$ cat config.mk
export PLATFORM = sky130hd
export DESIGN_NAME = serial_frame_rx_flat
export DESIGN_NICKNAME = d
export VERILOG_FILES = /design/src/rtl/serial_frame_rx_if.sv /design/src/rtl/serial_frame_rx.sv /design/src/flat_wrapper.sv
export SDC_FILE = /design/constraint.sdc
export NUM_CORES = 1
export LEC_CHECK = 0
export BUFFER_PORTS_ARGS = -buffer_cell sky130_fd_sc_hd__buf_2
export CORE_MARGIN = 8
export CORE_UTILIZATION = 52
export DETAILED_ROUTE_END_ITERATION = 7
export HOLD_SLACK_MARGIN = 0.08
export PLACE_DENSITY = 0.72
export SLEW_MARGIN = 20
export SYNTH_ARGS = -nofsm -noshare
export SYNTH_HDL_FRONTEND = slang
export SYNTH_SLANG_ARGS = --single-unit
$ cat constraint.sdc
create_clock -name clk -period 1.7 [get_ports clk]
set_clock_uncertainty 0.05 [all_clocks]
set_input_delay 0.255 -clock clk [delete_from_list [all_inputs] [get_ports clk]]
set_output_delay 0.255 -clock clk [all_outputs]
set_load 0.02 [all_outputs]
$ cat src/rtl/serial_frame_rx_if.sv
// Parallel handshake and serial-line bundle for serial_frame_rx.
// The slave side is the receiver; the master side drives the line and consumes the frames.
interface serial_frame_rx_if #(
    parameter int WIDTH = 5
) ();
    logic             si;
    logic             bit_en;
    logic             out_ready;
    logic [WIDTH-1:0] out_data;
    logic             out_valid;
    logic             out_perr;
    logic             out_ferr;
    logic             overrun;
    logic             busy;

    modport slave (
        input  si, bit_en, out_ready,
        output out_data, out_valid, out_perr, out_ferr, overrun, busy
    );

    modport master (
        output si, bit_en, out_ready,
        input  out_data, out_valid, out_perr, out_ferr, overrun, busy
    );
endinterface

$ cat src/rtl/serial_frame_rx.sv
// Framed serial receiver: start bit, WIDTH data bits, optional even parity, stop bit.
// Completed words are held on a valid/ready interface with parity, framing and sticky overrun status.
module serial_frame_rx #(
    parameter int WIDTH     = 5,
    parameter bit PARITY_EN = 1'b1,
    parameter bit MSB_FIRST = 1'b1
) (
    input  logic                  clk,
    input  logic                  rst,
    serial_frame_rx_if.slave      bus
);
    localparam int CNT_W = $clog2(WIDTH + 1);
    localparam logic [CNT_W-1:0] LAST_CNT = CNT_W'(WIDTH - 1);

    typedef enum logic [1:0] {
        IDLE   = 2'd0,
        DATA   = 2'd1,
        PARITY = 2'd2,
        STOP   = 2'd3
    } state_t;

    state_t             state_r, state_s;
    logic [CNT_W-1:0]   cnt_r, cnt_s;
    logic [WIDTH-1:0]   shift_r, shift_s;
    logic               par_r, par_s;
    logic               done_s;
    logic               perr_s;
    logic               ferr_s;
    logic [WIDTH-1:0]   data_r;
    logic               valid_r;
    logic               perr_r;
    logic               ferr_r;
    logic               ovr_r;

    function automatic logic even_parity(input logic [WIDTH-1:0] d);
        return ^d;
    endfunction

    // Next-state, shift and counter logic; everything advances only on a bit strobe.
    always_comb begin
        state_s = state_r;
        cnt_s   = cnt_r;
        shift_s = shift_r;
        par_s   = par_r;
        done_s  = 1'b0;
        if (bus.bit_en) begin
            case (state_r)
                IDLE: begin
                    if (bus.si == 1'b0) begin
                        state_s = DATA;
                        cnt_s   = '0;
                    end else begin
                        state_s = IDLE;
                    end
                end
                DATA: begin
                    if (MSB_FIRST) begin
                        shift_s = {shift_r[WIDTH-2:0], bus.si};
                    end else begin
                        shift_s = {bus.si, shift_r[WIDTH-1:1]};
                    end
                    cnt_s = cnt_r + CNT_W'(1);
                    if (cnt_r == LAST_CNT) begin
                        state_s = PARITY_EN ? PARITY : STOP;
                    end else begin
                        state_s = DATA;
                    end
                end
                PARITY: begin
                    par_s   = bus.si;
                    state_s = STOP;
                end
                STOP: begin
                    // A low stop bit returns to IDLE too; it is never treated as the next start bit.
                    done_s  = 1'b1;
                    state_s = IDLE;
                end
                default: begin
                    state_s = IDLE;
                end
            endcase
        end else begin
            state_s = state_r;
        end
    end

    assign perr_s = PARITY_EN ? (even_parity(shift_r) ^ par_r) : 1'b0;
    assign ferr_s = ~bus.si;

    // FSM and datapath registers.
    always_ff @(posedge clk) begin
        if (rst) begin
            state_r <= IDLE;
            cnt_r   <= '0;
            shift_r <= '0;
            par_r   <= 1'b0;
        end else begin
            state_r <= state_s;
            cnt_r   <= cnt_s;
            shift_r <= shift_s;
            par_r   <= par_s;
        end
    end

    // Output holding register: load when empty or being drained, otherwise drop and flag overrun.
    always_ff @(posedge clk) begin
        if (rst) begin
            data_r  <= '0;
            valid_r <= 1'b0;
            perr_r  <= 1'b0;
            ferr_r  <= 1'b0;
            ovr_r   <= 1'b0;
        end else if (done_s && (!valid_r || bus.out_ready)) begin
            data_r  <= shift_r;
            valid_r <= 1'b1;
            perr_r  <= perr_s;
            ferr_r  <= ferr_s;
        end else if (done_s) begin
            ovr_r   <= 1'b1;
        end else if (valid_r && bus.out_ready) begin
            valid_r <= 1'b0;
        end else begin
            valid_r <= valid_r;
        end
    end

    assign bus.out_data  = data_r;
    assign bus.out_valid = valid_r;
    assign bus.out_perr  = perr_r;
    assign bus.out_ferr  = ferr_r;
    assign bus.overrun   = ovr_r;
    assign bus.busy      = (state_r != IDLE);
endmodule

$ cat src/flat_wrapper.sv
// flat-port wrapper written by rule: the top's interface ports become plain ports
module serial_frame_rx_flat 
#(
    parameter int WIDTH     = 5,
    parameter bit PARITY_EN = 1'b1,
    parameter bit MSB_FIRST = 1'b1
)
  (clk, rst, bus_si, bus_bit_en, bus_out_ready, bus_out_data, bus_out_valid, bus_out_perr, bus_out_ferr, bus_overrun, bus_busy);
  serial_frame_rx_if #(.WIDTH(WIDTH)) bus_i ();
  input  logic clk;
  input  logic rst;
  input wire logic [$bits(bus_i.si)-1:0] bus_si;
  input wire logic [$bits(bus_i.bit_en)-1:0] bus_bit_en;
  input wire logic [$bits(bus_i.out_ready)-1:0] bus_out_ready;
  output wire logic [$bits(bus_i.out_data)-1:0] bus_out_data;
  output wire logic [$bits(bus_i.out_valid)-1:0] bus_out_valid;
  output wire logic [$bits(bus_i.out_perr)-1:0] bus_out_perr;
  output wire logic [$bits(bus_i.out_ferr)-1:0] bus_out_ferr;
  output wire logic [$bits(bus_i.overrun)-1:0] bus_overrun;
  output wire logic [$bits(bus_i.busy)-1:0] bus_busy;
  assign bus_i.si = bus_si;
  assign bus_i.bit_en = bus_bit_en;
  assign bus_i.out_ready = bus_out_ready;
  assign bus_out_data = bus_i.out_data;
  assign bus_out_valid = bus_i.out_valid;
  assign bus_out_perr = bus_i.out_perr;
  assign bus_out_ferr = bus_i.out_ferr;
  assign bus_overrun = bus_i.overrun;
  assign bus_busy = bus_i.busy;
  serial_frame_rx #(.WIDTH(WIDTH), .PARITY_EN(PARITY_EN), .MSB_FIRST(MSB_FIRST)) u_core (.clk(clk), .rst(rst), .bus(bus_i));
endmodule
==> results of run 1 <==
==> worst paths after layout <==
kind,start,end
setup reg to reg,register,u_core.cnt_r[2]
setup / recovery,u_core.state_r[0],bus_busy
hold reg to reg,u_core.bus.overrun,u_core.bus.overrun
hold / removal,bus_si,u_core.shift_r[0]
==> layout by cell type (no fill, tap or decap), drive strengths merged, types with 2 or more instances in the layout <==
cell type / instances
dfxtp: 20
nand2: 16
xnor2: 2
clkbuf: 4
buf: 14
or3: 2
nand2b: 3
nand3: 6
ha: 2
nand3b: 3
nor2b: 2
nor2: 3
inv: 2
a21oi: 19
o21ai: 9
==> worst max-delay path, delay by kind of cell (launching register included) <==
| family | cells | cell delay (ns) |
|---|---|---|
| buffers and inverters | 1 | 0.16 |
| flip-flops | 1 | 0.41 |
| AND/OR/NAND/NOR | 1 | 0.30 |
==> area by class of cell <==
| cell class | instances | area share (%) |
|---|---|---|
| tap | 17 | 2.18 |
| inverter | 2 | 0.769 |
| timing repair buffer | 14 | 7.18 |
| clock buffer | 4 | 3.72 |
| sequential | 20 | 41.0 |
| multi-input combinational | 77 | 45.1 |
==> metrics by stage <==
stage,std cells,total power [mW]
6_report,134,0.793
3_3_place_gp,130,0.529
4_1_cts,134,0.797
2_1_floorplan,106,0.516
3_5_place_dp,130,0.530
5_1_grt,134,0.826
==> Yosys cell counts <==
| cell | n |
|---|---|
| dfxtp_1 | 20 |
| a21oi_1 | 19 |
| nand2_1 | 16 |
| o21ai_0 | 9 |
| nand3_1 | 6 |
| clkbuf_1 | 5 |
| nand2b_1 | 3 |
| nand3b_1 | 3 |
| nor2_1 | 3 |
| buf_2 | 2 |
| ha_1 | 2 |
| inv_1 | 2 |
| nor2b_1 | 2 |
| or3_1 | 2 |
| xnor2_1 | 2 |
| a311oi_1 | 1 |
| a31oi_1 | 1 |
| and3_1 | 1 |
| and3b_1 | 1 |
| mux2i_1 | 1 |
| nor3_1 | 1 |
| or2_2 | 1 |
| or4_1 | 1 |
| xnor3_1 | 1 |
| xor2_1 | 1 |
==> sequential cells by signal (all words and copies together) (netlist names), named ones only <==
| signal | count |
|---|---|
| u_core.cnt_r | 3 |
| u_core.bus.out_ferr | 1 |
| u_core.bus.out_valid | 1 |
| u_core.bus.overrun | 1 |
| u_core.state_r | 1 |
| u_core.shift_r | 5 |
| u_core.par_r | 1 |
| u_core.bus.out_data | 5 |
| u_core.bus.out_perr | 1 |
==> cell families after synthesis <==
logic type | Yosys count
XOR/XNOR | 4
multiplexers | 1
AND/OR/NAND/NOR | 40
buffers and inverters | 9
AO/OA/AOI/OAI | 30
adder cells (fa/ha/maj) | 2
flip-flops | 20
==> power breakdown <==
group          internal, mW  switching, mW  total, mW
combinational        0.0148         0.0261     0.0409
sequential            0.472        0.00596      0.478
clock                 0.130          0.144      0.274
==> layer usage <==
metal | track usage [%] | routed length [um] | up-vias | part of all wire, %
met5 | 0 | 0 | - | 0
met3 | 4.43 | 137 | 0 | 8.1
li1 | - | - | 387 | -
met4 | 2.01 | 0 | 0 | 0
met1 | 12.6 | 825 | 338 | 49
met2 | 14.7 | 732 | 17 | 43
==> results_dict.tcl, run 1 <==
set metrics [dict create \
    core-area_sq_mm 0.00165 \
    postRouteWirelength_um 1700 \
    synth.area.mux_share_pct 1.14 \
    final_design_area_no_fill_sq_um 976 \
    io_buffers 14 \
    share_of_post_route_cells_with_drive_strength_above_1_pct 16.2 \
    final.hold.worst_slack_ns 0.188 \
    diodes 0 \
    max_cap_viol_count 0 \
    cp_data_required_time_ns 1.39 \
    layout.area.seq_sq_um 400 \
    postCtsSetupRepairBufs 0 \
    multiInputGateArea_sq_um 440 \
    tritoncts_clock_tree "built" \
    synth_top_cell_area_share_pct 45.6 \
    floorplan.die.width_um 57.1 \
    synth_top_cells_by_area "dfxtp_1 46%, a21oi_1 11%, nand2_1 6.8%, o21ai_0 5.1%, nand3_1 3.4%" \
    detailedPlacementHpwl_um 1260 \
    first_global_vias 621 \
    finalWorstPathRequiredPeriod_ns 1.46 \
    setup_viol 0 \
    worst_setup_path_category "register to primary output" \
    synthesis.area_per_instance_sq_um 8.27 \
    pin_count_of_the_biggest_net_entering_global_routing 21 \
    num-nets-final 125 \
    worstPathCellList "or2_2 -> buf_2" \
    unrepaired_setup_endpoints_after_global_routing "false" \
    root_buffer "clkbuf_4" \
    synth.net_count 113 \
    synthesis.yosys.warnings 0 \
    critPathSlowestCell "dfxtp_1" \
    floorplan.die_area_sq_mm 0.00326 \
    post_synthesis_compound_gate_area_fraction_pct 17.7 \
    detailroute.via_count 742 \
    top_level_ports 15 \
    hp-class "input pin to register" \
    synth_xor_area_share_pct 5.56 \
    critical_path.endpoint_type "primary output" \
    max_slew_margin_pct 71.4 \
    number_of_antenna_violating_nets_in_the_routed_design 0 \
    yosysSeqAreaShare_pct 45.6 \
    grt_pass1_wl_um 2680 \
    synth-simple-area-share_pct 23.0 \
    critical-path-max-stage-delay_ns 0.41 \
    ctsLongestPathBuffers 2 \
    filler_instances 157 \
    cts.repair.resized 0 \
    wire_per_inst_um 12.6 \
    timing_worst_slew_pin_value_ns 0.429 \
    timing.final.crit_share_pct 86.0 \
    flow.area_growth_from_synthesis_pct 11.3 \
    globalRouteOverflowTotal 0 \
    power.static_leakage_nw 0.388 \
    chip_height_um 57.1 \
    post_route_core_utilization_pct 59.1 \
    cts_hold_buffers_added 0 \
    synthDistinctLibCells 25 \
    placed_cell_area_sq_um 940 \
    finalHoldViolations 0 \
    holdPathStages 3 \
    regToRegSetupSlack_ns 0.29 \
    num_rows 15 \
    crit_arrival_ns 1.16 \
    worstSetupStartpointType "register" \
    place_ws_ns 0.321 \
    avgViaCountPerCell 5.54 \
    initial_core_util_pct 53.1 \
    synth_top_family_by_area "simple AND/OR/NAND/NOR gates" \
    clock_latency_reported_for_the_late_side_of_the_worst_skew_pair_ns 0.29 \
    critPathMaxFanout 11 \
    ys_seq_elements 20 \
    irDropWorstVdd_mv 0.405 \
    detail_route.drc_violations 0 \
    status "complete, no violations" \
    r2r.worst_path.cells 3 \
    clock.fmax_mhz 684 \
    grt_usage_pct 9.82 \
    syn_area_sq_um 877 \
    cts_num_sinks 20 \
    setup_slack_ns 0.238 \
    final_number_of_max_transition_violations 0 \
    synthesis.instances 106 \
    power_density_mw_per_mm2 813 \
    htreeDepth 1 \
    cts-buffers-inserted 3 \
    synth.largest_area_cell "dfxtp_1" \
    detail_route.first_pass.iterations 4 \
    clock_transition_at_the_registers_of_the_reported_paths_ns 0.11 \
    routabilityCongestion 0.780 \
    drt_first_iter_violations 20 \
    antenna_found_initial 0 \
    tns_ns 0 \
    post_synth_fa_ha_maj_area_fraction_pct 2.85 \
]
No activity file was read; power rests on OpenSTA's default activity.
==> run 2, diff against run 1 <==
--- a/config.mk
+++ b/config.mk
@@ -11,6 +11,8 @@
 export DETAILED_ROUTE_END_ITERATION = 7
 export HOLD_SLACK_MARGIN = 0.08
 export PLACE_DENSITY = 0.72
+export REMOVE_ABC_BUFFERS = 1
+export SKIP_LAST_GASP = 1
 export SLEW_MARGIN = 20
 export SYNTH_ARGS = -nofsm -noshare
 export SYNTH_HDL_FRONTEND = slang
==> results_dict.tcl, run 2 (synthesis gave the netlist of run 1 again) <==
set metrics [dict create \
    flow.area_growth_from_synthesis_pct 11.3 \
    critPathSlowestCell "dfxtp_1" \
    cts-buffers-inserted 3 \
    power_density_mw_per_mm2 815 \
    globalRouteOverflowTotal 0 \
    detailedPlacementHpwl_um 1280 \
    clock.fmax_mhz 669 \
    worst_setup_path_category "register to primary output" \
    clock_transition_at_the_registers_of_the_reported_paths_ns 0.12 \
    wire_per_inst_um 13.2 \
    detailroute.via_count 755 \
    hp-class "input pin to register" \
    final.hold.worst_slack_ns 0.176 \
    grt_usage_pct 10.8 \
    num_rows 15 \
    timing_worst_slew_pin_value_ns 0.431 \
    final_number_of_max_transition_violations 0 \
    final_cell_mix "20 x dfxtp_1, 19 x a21oi_1, 16 x nand2_1" \
    power.static_leakage_nw 0.388 \
    core-area_sq_mm 0.00165 \
    crit_arrival_ns 1.19 \
    num-nets-final 125 \
    irDropWorstVdd_mv 0.566 \
    finalHoldViolations 0 \
    ctsLongestPathBuffers 2 \
    diodes 0 \
    critical-path-max-stage-delay_ns 0.43 \
    max_slew_margin_pct 71.2 \
    cts_num_sinks 20 \
    r2r.worst_path.cells 3 \
    filler_instances 170 \
    avgViaCountPerCell 5.63 \
    root_buffer "clkbuf_4" \
    tns_ns 0 \
    worstPathCellList "or2_2 -> buf_2" \
    top_level_ports 15 \
    multiInputGateArea_sq_um 440 \
    status "complete, no violations" \
    holdPathStages 3 \
    drt_first_iter_violations 15 \
    floorplan.die.width_um 57.1 \
    regToRegSetupSlack_ns 0.28 \
    worstHoldStart "bus_si" \
    timing.final.crit_share_pct 88.0 \
    antenna_found_initial 0 \
    unrepaired_setup_endpoints_after_global_routing "false" \
    postRouteWirelength_um 1760 \
    critPathMaxFanout 11 \
    cts.repair.resized 0 \
    critical_path.endpoint_type "primary output" \
    cp_data_required_time_ns 1.39 \
    min_to "u_core.shift_r[0]" \
    detail_route.first_pass.iterations 4 \
    max_cap_viol_count 0 \
    layout.area.seq_sq_um 400 \
    chip_height_um 57.1 \
    initial_core_util_pct 53.1 \
    cts_hold_buffers_added 0 \
    r2r-start "u_core.state_r[0]" \
    finalWorstPathRequiredPeriod_ns 1.50 \
    clock_latency_reported_for_the_late_side_of_the_worst_skew_pair_ns 0.30 \
    io_buffers 14 \
    number_of_antenna_violating_nets_in_the_routed_design 0 \
    pin_count_of_the_biggest_net_entering_global_routing 21 \
    worstSetupStartpointType "register" \
    detail_route.drc_violations 0 \
    tritoncts_clock_tree "built" \
    share_of_post_route_cells_with_drive_strength_above_1_pct 16.2 \
    timing.critical_path.from "u_core.state_r[0]" \
    first_global_vias 628 \
    htreeDepth 1 \
    grt_pass1_wl_um 2880 \
    postCtsSetupRepairBufs 0 \
    reg2reg_to "u_core.cnt_r[2]" \
    routabilityCongestion 0.777 \
    mostFrequentLayoutCell "dfxtp_1" \
    floorplan.die_area_sq_mm 0.00326 \
    setup_viol 0 \
]
## run 2: metrics by stage
| stage | instance area (sq um) | setup slack [ns] | power [mW] | utilization (%) | cells |
|---|---|---|---|---|---|
| global route | 976 | 0.114 | 0.826 | 59.1 | 134 |
| detailed placement | 940 | 0.314 | 0.531 | 56.9 | 130 |
| global placement | 940 | 0.362 | 0.529 | 56.9 | 130 |
| floorplan | 848 | 0.415 | 0.509 | - | 99 |
| finish | 976 | 0.204 | 0.795 | 59.1 | 134 |
| CTS | 976 | 0.197 | 0.802 | 59.1 | 134 |
## run 2: layer usage
layer,wire (um),vias up,global-route usage [%]
met5,0,-,0
met4,23,0,7.05
met3,92,2,3.10
met2,821,14,15.2
met1,826,353,14.0
li1,-,386,-
## run 2: cell type report
class	instances	area share (%)
flip-flops and latches	20	41.0
repair buffers	14	7.18
inverters	2	0.769
clock buffers	4	3.72
well taps	17	2.18
multi-input cells	77	45.1
## run 2: worst max path at each step
| stage | to | slack, ns | depth (start not counted) |
|---|---|---|---|
| after floorplan | u_core.cnt_r[2] | 0.42 | 3 |
| after global placement | u_core.cnt_r[2] | 0.36 | 3 |
| after detailed placement | u_core.cnt_r[2] | 0.31 | 3 |
| after CTS | bus_busy | 0.20 | 2 |
| final | bus_busy | 0.20 | 2 |
| after global routing | u_core.bus.out_ferr | 0.11 | 3 |
## run 2: worst max-delay path, delay by kind of cell (launching register included)
kind                   cells  cell delay (ns)
buffers and inverters      1             0.16
AND/OR/NAND/NOR            1             0.31
flip-flops                 1             0.43
## run 2: where the power goes
group          total (mW)  switching [mW]  internal (mW)
registers           0.479         0.00666          0.472
clock network       0.275           0.145          0.131
logic              0.0409          0.0260         0.0149
total               0.795           0.178          0.618
==> run 3, diff against run 2 <==
--- a/config.mk
+++ b/config.mk
@@ -6,8 +6,10 @@
 export NUM_CORES = 1
 export LEC_CHECK = 0
 export BUFFER_PORTS_ARGS = -buffer_cell sky130_fd_sc_hd__buf_2
+export CELL_PAD_IN_SITES_DETAIL_PLACEMENT = 1
+export CELL_PAD_IN_SITES_GLOBAL_PLACEMENT = 2
 export CORE_MARGIN = 8
-export CORE_UTILIZATION = 52
+export CORE_UTILIZATION = 31
 export DETAILED_ROUTE_END_ITERATION = 7
 export HOLD_SLACK_MARGIN = 0.08
 export PLACE_DENSITY = 0.72
==> results_dict.tcl, run 3 (synthesis gave the netlist of run 1 again) <==
set metrics [dict create \
    power_density_mw_per_mm2 766 \
    finalWorstPathRequiredPeriod_ns 1.49 \
    routabilityCongestion 0.718 \
    cts_num_sinks 20 \
    critPathMaxFanout 11 \
    io_buffers 14 \
    r2r.worst_path.cells 3 \
    top_level_ports 15 \
    flow.area_growth_from_synthesis_pct 11.7 \
    detailroute.via_count 767 \
    floorplan.die_area_sq_mm 0.00479 \
    comb_power_share_pct 5.7 \
    final_number_of_max_transition_violations 0 \
    drt_first_iter_violations 47 \
    max_cap_viol_count 0 \
    cts-buffers-inserted 3 \
    wl_met2_um 890 \
    power_switching_mw 0.180 \
    power.static_leakage_nw 0.381 \
    critical_path.top_delay_family "flip-flops" \
    grt_usage_pct 8.85 \
    chip_height_um 69.2 \
    netSwitchingFraction_pct 24.0 \
    dr.max_layer_used "met4" \
    wire_per_inst_um 14.0 \
    first_global_vias 722 \
    num-nets-final 125 \
    detail_route.drc_violations 0 \
    root_buffer "clkbuf_4" \
    htreeDepth 1 \
    clock.fmax_mhz 670 \
    unrepaired_setup_endpoints_after_global_routing "false" \
    timing.final.crit_share_pct 87.8 \
    clkPwrFrac_pct 30.5 \
    cp_data_required_time_ns 1.39 \
    finalHoldViolations 0 \
    cts.repair.resized 0 \
    tritoncts_clock_tree "built" \
    critical-path-max-stage-delay_ns 0.42 \
    irDropWorstVdd_mv 0.314 \
    p_seq_share_pct 63.8 \
    globalRouteOverflowTotal 0 \
    regToRegSetupSlack_ns 0.27 \
    final_cell_mix "20 x dfxtp_1, 19 x a21oi_1, 16 x nand2_1" \
    postRouteWirelength_um 2060 \
    worst_setup_path_category "register to primary output" \
    r2r-start "u_core.state_r[0]" \
    floorplan.die.width_um 69.2 \
    min_to "u_core.shift_r[0]" \
    pin_count_of_the_biggest_net_entering_global_routing 21 \
    setup_viol 0 \
    fin_total_pwr_mw 0.750 \
    num_rows 19 \
    cts_hold_buffers_added 0 \
    worstSetupStartpointType "register" \
    detail_route.first_pass.iterations 4 \
    critPathSlowestCell "dfxtp_1" \
    holdPathStages 3 \
    core-area_sq_mm 0.00273 \
    met1_length_um 1050 \
    max_slew_margin_pct 67.7 \
    ctsLongestPathBuffers 2 \
    postCtsSetupRepairBufs 0 \
    grt_pass1_wl_um 3500 \
    diodes 0 \
    detailedPlacementHpwl_um 1500 \
    worstHoldStart "bus_si" \
    cp.buffers_inverters 1 \
    clock_transition_at_the_registers_of_the_reported_paths_ns 0.12 \
    reg2reg_to "u_core.cnt_r[2]" \
    timing_worst_slew_pin_value_ns 0.484 \
    status "complete, no violations" \
    initial_core_util_pct 32.1 \
    worstPathCellList "or2_2 -> buf_2" \
    internal_power_mw 0.570 \
    hp-class "input pin to register" \
    share_of_post_route_cells_with_drive_strength_above_1_pct 15.5 \
    routed-wl-met3_um 85 \
    avgViaCountPerCell 5.22 \
    tns_ns 0 \
    antenna_found_initial 0 \
    number_of_antenna_violating_nets_in_the_routed_design 0 \
    critical_path.endpoint_type "primary output" \
    clock_latency_reported_for_the_late_side_of_the_worst_skew_pair_ns 0.30 \
    mostFrequentLayoutCell "dfxtp_1" \
    crit_arrival_ns 1.19 \
]
==> run 3: metal layers <==
| layer | track usage, % | up-vias |
|---|---|---|
| met4 | 4.10 | 0 |
| met1 | 11.4 | 366 |
| li1 | - | 384 |
| met2 | 13.0 | 13 |
| met3 | 2.72 | 4 |
| met5 | 0 | - |
==> run 3: worst register-to-register path: stages, from the launching register on <==
cell,delay [ns]
dfxtp_1,0.53
nor2b_1,0.14
or4_1,0.49
a31oi_1,0.17
==> run 3: stage by stage <==
step	util (%)	hold WS, ns	area [sq um]	std cells	setup WS, ns
floorplan	-	0.274	848	99	0.415
global placement	35.0	0.395	957	144	0.336
global route	35.8	0.185	980	147	0.110
CTS	35.8	0.163	980	147	0.183
detailed placement	35.0	0.420	957	144	0.250
finish	35.8	0.175	980	147	0.207
==> run 3: worst max path at each step <==
| stage | start | to | slack, ns | cells after the start |
|---|---|---|---|---|
| floorplan | register | u_core.cnt_r[2] | 0.42 | 3 |
| global placement | u_core.state_r[0] | u_core.cnt_r[2] | 0.34 | 3 |
| detailed placement | u_core.state_r[0] | u_core.bus.out_ferr | 0.25 | 3 |
| CTS | u_core.state_r[0] | bus_busy | 0.18 | 2 |
| global route | u_core.state_r[0] | u_core.bus.out_ferr | 0.11 | 3 |
| finish | u_core.state_r[0] | bus_busy | 0.21 | 2 |
==> run 3: cell type report <==
cell class                      instances  area [sq um]
Tap cell                               31          38.8
Clock buffer                            3          22.5
Timing Repair Buffer                   14          70.1
Sequential cell                        20           400
Fill cell                             344          1750
Multi-Input combinational cell         77           440
Inverter                                2          7.51
==> run 3: power groups by stage <==
stage / Sequential, mW / Clock (mW) / Combinational [mW]
2_1_floorplan: 0.488 / 0 / 0.0212
3_3_place_gp: 0.489 / 0 / 0.0426
3_5_place_dp: 0.490 / 0 / 0.0430
4_1_cts: 0.479 / 0.244 / 0.0433
5_1_grt: 0.480 / 0.255 / 0.0480
6_report: 0.479 / 0.229 / 0.0424
